## src/rtl/reg_file_swap.sv

```systemverilog
// -----------------------------------------------------------------------------
// reg_file_swap
//   DEPTH x DW register file (DEPTH = 2**AW) with two combinational read ports,
//   a dedicated reg-0 (accumulator) output, a write-accept handshake, and an
//   atomic two-register swap engine built as a 2-state FSM (IDLE / COMMIT).
//
// Parameters
//   DW  data width in bits
//   AW  address width; DEPTH = 2**AW
//
// Ports
//   clk, rst_n            clock (posedge) / asynchronous active-low clear
//   wr_en, wr_addr,
//   dat_in, wr_ok         write request; wr_ok says the write lands at the
//                         next posedge (combinational accept)
//   rd_addrA, datA_out    read port A (combinational)
//   rd_addrB, datB_out    read port B (combinational)
//   dat0_out              contents of register 0
//   swap_req, swap_a,
//   swap_b                swap request and operand addresses (sampled in IDLE)
//   swap_busy             high while the swap is in COMMIT
//   swap_done             registered one-cycle pulse after the swap commits
//
// Configuration macro
//   BYPASS_EN  when defined, an accepted write is forwarded combinationally to
//              any read output whose address matches wr_addr (port A, port B,
//              reg 0). Swap results are never forwarded.
// -----------------------------------------------------------------------------
module reg_file_swap #(
  parameter int DW = 8,
  parameter int AW = 4
) (
  input  logic          clk,
  input  logic          rst_n,
  input  logic          wr_en,
  input  logic [AW-1:0] wr_addr,
  input  logic [DW-1:0] dat_in,
  output logic          wr_ok,
  input  logic [AW-1:0] rd_addrA,
  input  logic [AW-1:0] rd_addrB,
  output logic [DW-1:0] datA_out,
  output logic [DW-1:0] datB_out,
  output logic [DW-1:0] dat0_out,
  input  logic          swap_req,
  input  logic [AW-1:0] swap_a,
  input  logic [AW-1:0] swap_b,
  output logic          swap_busy,
  output logic          swap_done
);

  localparam int DEPTH = 2 ** AW;

  typedef enum logic {
    IDLE   = 1'b0,
    COMMIT = 1'b1
  } state_e;

  state_e        state_q, state_d;
  logic [DW-1:0] core_q [DEPTH];
  logic [DW-1:0] core_d [DEPTH];
  logic [AW-1:0] a_q, a_d, b_q, b_d;
  logic [DW-1:0] ta_q, ta_d, tb_q, tb_d;
  logic          swap_done_q, swap_done_d;
  logic          swap_start;

  // A swap request seen in IDLE starts a swap and wins over a same-cycle write.
  assign swap_start = swap_req && (state_q == IDLE);

  // Writes are refused while a swap is starting or committing, so a write and
  // a swap commit never target the storage in the same cycle.
  assign wr_ok = wr_en && rst_n && !swap_busy && !swap_start;

  // ---------------------------------------------------------------------------
  // FSM: state register
  // ---------------------------------------------------------------------------
  always_ff @(posedge clk or negedge rst_n) begin
    if (!rst_n) begin
      state_q <= IDLE;
    end else begin
      // NOTE: sequential state uses non-blocking assignments so every flop
      // samples pre-edge values regardless of process ordering.
      state_q <= state_d;
    end
  end

  // ---------------------------------------------------------------------------
  // FSM: next-state logic
  // ---------------------------------------------------------------------------
  always_comb begin
    // NOTE: default first so every path assigns state_d and no latch is inferred.
    state_d = state_q;
    case (state_q)
      IDLE:    if (swap_req) state_d = COMMIT;
      COMMIT:  state_d = IDLE;
      default: state_d = IDLE;
    endcase
  end

  // ---------------------------------------------------------------------------
  // FSM: outputs
  // ---------------------------------------------------------------------------
  always_comb begin
    swap_busy = (state_q == COMMIT);
    swap_done = swap_done_q;
  end

  // ---------------------------------------------------------------------------
  // Datapath next-state: operand latches, storage, done pulse
  // ---------------------------------------------------------------------------
  always_comb begin
    a_d         = a_q;
    b_d         = b_q;
    ta_d        = ta_q;
    tb_d        = tb_q;
    swap_done_d = (state_q == COMMIT);
    core_d      = core_q;

    // Capture addresses and pre-edge operand values when the swap starts.
    if (swap_start) begin
      a_d  = swap_a;
      b_d  = swap_b;
      ta_d = core_q[swap_a];
      tb_d = core_q[swap_b];
    end

    if (wr_ok) begin
      core_d[wr_addr] = dat_in;
    end

    // With a_q == b_q both assignments hit one register with the same value,
    // so a self-swap leaves the contents unchanged.
    if (state_q == COMMIT) begin
      core_d[a_q] = tb_q;
      core_d[b_q] = ta_q;
    end
  end

  always_ff @(posedge clk or negedge rst_n) begin
    if (!rst_n) begin
      a_q         <= '0;
      b_q         <= '0;
      ta_q        <= '0;
      tb_q        <= '0;
      swap_done_q <= 1'b0;
      // NOTE: the storage is built from flops (not a RAM macro) precisely so
      // the asynchronous clear can zero every register at once.
      for (int i = 0; i < DEPTH; i++) begin
        core_q[i] <= '0;
      end
    end else begin
      a_q         <= a_d;
      b_q         <= b_d;
      ta_q        <= ta_d;
      tb_q        <= tb_d;
      swap_done_q <= swap_done_d;
      for (int i = 0; i < DEPTH; i++) begin
        core_q[i] <= core_d[i];
      end
    end
  end

  // ---------------------------------------------------------------------------
  // Read ports
  // ---------------------------------------------------------------------------
`ifdef BYPASS_EN
  // Write-through forwarding: an accepted write is visible in the same cycle.
  always_comb begin
    datA_out = core_q[rd_addrA];
    datB_out = core_q[rd_addrB];
    dat0_out = core_q[0];
    if (wr_ok && (wr_addr == rd_addrA)) datA_out = dat_in;
    if (wr_ok && (wr_addr == rd_addrB)) datB_out = dat_in;
    if (wr_ok && (wr_addr == '0))       dat0_out = dat_in;
  end
`else
  // Stored contents only; new data appears after the write edge.
  always_comb begin
    datA_out = core_q[rd_addrA];
    datB_out = core_q[rd_addrB];
    dat0_out = core_q[0];
  end
`endif

endmodule
```

## config.mk

```make
export PLATFORM = sky130hd
export DESIGN_NAME = reg_file_swap
export DESIGN_NICKNAME = d
export VERILOG_FILES = /design/src/rtl/reg_file_swap.sv
export SDC_FILE = /design/constraint.sdc
export NUM_CORES = 1
export LEC_CHECK = 0
export CORE_MARGIN = 1
export CORE_UTILIZATION = 45
export DETAILED_ROUTE_END_ITERATION = 8
export MAX_ROUTING_LAYER = met4
export PLACE_DENSITY = 0.62
export SYNTH_ARGS = -nofsm -noshare
export SYNTH_HDL_FRONTEND = slang
export SYNTH_SLANG_ARGS = --single-unit
```

## constraint.sdc

```tcl
create_clock -name clk -period 3.7 [get_ports clk]
set_input_delay 0.74 -clock clk [delete_from_list [all_inputs] [get_ports clk]]
set_output_delay 0.74 -clock clk [all_outputs]
set_load 0.01 [all_outputs]
```

==> results of run 1 <==
cells in the mapped netlist (4+ instances only):
cell | number | area [µm²]
nand4_1 | 29 | 181
or3_1 | 4 | 25.0
mux2i_1 | 240 | 2400
a21oi_1 | 16 | 80.1
nor2_1 | 12 | 45.0
and4b_1 | 4 | 40.0
nand3_1 | 14 | 70.1
nand3_2 | 4 | 40.0
buf_1 | 18 | 67.6
buf_4 | 12 | 90.1
nor4b_1 | 5 | 43.8
or4_1 | 5 | 37.5
dfrtp_1 | 154 | 3850
nand2_1 | 74 | 278
clkbuf_1 | 87 | 327
o22ai_1 | 112 | 701
nand4_2 | 4 | 50.1
nor3_1 | 7 | 35.0
nor2b_1 | 7 | 43.8
inv_1 | 7 | 26.3
nand4bb_1 | 4 | 45.0
buf_2 | 38 | 190
nor4_4 | 4 | 85.1
mux4_2 | 80 | 1800
o2bb2ai_1 | 13 | 114
nand2b_1 | 7 | 43.8
nor4bb_1 | 4 | 40.0
o21a_1 | 8 | 60.1
a22oi_1 | 171 | 1280
nand4b_1 | 4 | 35.0
mux2_2 | 16 | 180
nor4_1 | 5 | 31.3
o21ai_0 | 10 | 50.1
path summary, 6_finish.rpt:
kind,start,end,slack (ns),depth (start not counted)
max,rd_addrB[1],datB_out[3],0.06,5
max in group asynchronous,rst_n,core_q[108]$_DFF_PN0_,2.45,2
min in group clk,swap_busy$_DFF_PN0_,swap_done$_DFF_PN0_,0.66,0
min reg2reg,swap_busy$_DFF_PN0_,swap_done$_DFF_PN0_,0.66,0
min,rst_n,core_q[103]$_DFF_PN0_,0.14,1
max reg2reg,b_q[2]$_DFFE_PN0P_,core_q[76]$_DFF_PN0_,0.90,3
timing repair:
action,4_1_cts,5_1_grt
endpoints found under the setup margin,0,1
buffers inserted,0,0
gates resized for setup,0,1
cell type report:
| class | instances | area [µm²] |
|---|---|---|
| antenna | 1 | 2.50 |
| clock buffer | 17 | 425 |
| clock inverter | 15 | 164 |
| fill | 2585 | 13700 |
| inverter | 8 | 30.0 |
| multi-input combinational | 894 | 8150 |
| sequential | 154 | 3850 |
| tap | 378 | 473 |
| timing repair buffer | 104 | 1010 |
metrics by stage:
stage	area (µm²)	setup slack [ns]	hold WS, ns	util [%]	cells
final	14100	0.0608	0.141	50.8	1571
after floorplan	12700	0.687	0.444	-	1214
after detailed placement	13500	0.0748	0.605	48.6	1537
after global placement	13500	0.0756	0.604	48.6	1537
after CTS	14100	0.0614	0.143	50.7	1569
after global routing	14100	0.0192	0.143	50.8	1570
state kept, by name (all words and copies together) (netlist names):
register   flops
swap_done      1
swap_busy      1
dat0_out       8
b_q            4
ta_q           8
a_q            4
tb_q           8
core_q       120
power by group:
part / total (µW) / internal [µW] / switching (µW)
clock: 1850 / 1010 / 842
combinational: 3640 / 2110 / 1530
sequential: 4290 / 2430 / 1860
cell families after synthesis:
logic type      count (synthesis)  synth area share [%]
compound gates                340                  18.6
flops                         154                  30.3
mux                           336                  34.4
simple gates                  218                  11.0
buf+inv                       166                  5.75
layer usage:
metal / share of wire (%) / vias up / track usage, %
li1: - / 4818 / -
met1: 40 / 5903 / 50.1
met2: 44 / 881 / 53.3
met3: 12 / 133 / 7.40
met4: 4.3 / 0 / 15.1
met5: 0 / - / -
worst register-to-register path, cell delays in order, from the launching register on:
cell,delay (ns)
dfrtp_1,0.95
nor4bb_1,1.01
o21ai_0,0.44
a22oi_1,0.30
==> results.toml, run 1 <==
[status]
status = "finished clean"

[job]
maxCapViolCount = 0

[global_route]
grt_pass1_vias = 11188
gr-usage-all-layers_pct = 36.8
grt_max_degree = 138
grt.overflow.total = 0
grt_pass1_wl_mm = 75.3
antenna_found_initial = 0

[timing]
setup_tns_ns = 0
final_max_slew_viol_count = 0
setup_violations = 0
rsz0062_at_grt = "false"
hold_viol = 0
fmax_mhz = 275
min_period_ns = 3.64
worst_pin_slew_ns = 1.20
period_share_pct = 98.4
maxSlewHeadroom_pct = 19.8
finClkSkew_ns = 0.00747

[clock_network]
cts.clk_slew.worst_paths_ns = 0.07
root_buffer = "clkbuf_16"
clk_latency_ns = 0.44
htree_levels = 4
cts.sinks = 154
clockBufferDepth = 2
cts_tree = "done"
cts_buffers = 17
ctsHoldBuffers = 0

[power]
powerDensity_nw_per_um2 = 693
ir_drop_v = 0.000334
p_leak_uw = 0.00569
power_uw = 9780

[finish]
layout.nets = 1211
most-common-layout-cells = "mux2i_1 (240), a22oi_1 (171), dfrtp_1 (153)"
syn2layout_area_growth_pct = 10.9
layout_commonest_cell = "mux2i_1"
drive_above_1_share_pct = 17.4

[drt]
wl_mm = 51.1
vias = 11735
drc = 0
wl_per_cell_um = 32.5
dr.pass1.iters = 8
ant_nets = 0
routed_via_density = 7.47
drt_iter0_markers = 1926

[placed_design]
hpwl_mm = 35.1
portBuffers = 58
gp_congestion = 1.01

[synth]
synth_edf_count = 0
synth_area_per_cell_um2 = 10.5
ys_async_sr_fraction_pct = 100
yosysUniqueCellTypes = 53
ys_warn_count = 0
synthFlopType = "dfrtp_1"
synth_area_um2 = 12700
yosysSeqAreaShare_pct = 30.3
yosys_register_bits = 154
synth_cells = 1214
syn_nets = 1246

[worst_setup_path]
path_max_fanout = 22
worstPathRequired_ns = 2.96
arrival_ns = 2.90
cp-start-kind = "input port"
cp.buffers_inverters = 3
path_delay_family = "buffers and inverters"
path_class = "in2out"
path_cells = "clkdlybuf4s50_1 > buf_12 > mux4_2 > mux4_2 > clkdlybuf4s50_1"
cp_slowest_stage_delay_ns = 0.59
cp-end-kind = "output port"
cpMaxStageDelayCell = "clkdlybuf4s50_1"

[worst_hold_path]
hold_path_class = "in2async"

[die]
die_height_um = 170
coreArea_um2 = 27800
ios = 59
rows = 61
die_area_um2 = 29000
die_x_um = 170
start_util_pct = 45.8
Power figures use the tool's default switching activity.
==> inputs of run 2 (changes only) <==
--- a/config.mk
+++ b/config.mk
@@ -5,6 +5,7 @@
 export SDC_FILE = /design/constraint.sdc
 export NUM_CORES = 1
 export LEC_CHECK = 0
+export ABC_CLOCK_PERIOD_IN_PS = 3700
 export CORE_MARGIN = 1
 export CORE_UTILIZATION = 45
 export DETAILED_ROUTE_END_ITERATION = 8
==> results of run 2 <==
Final layout, timing and power as in run 1 (identical DEF).
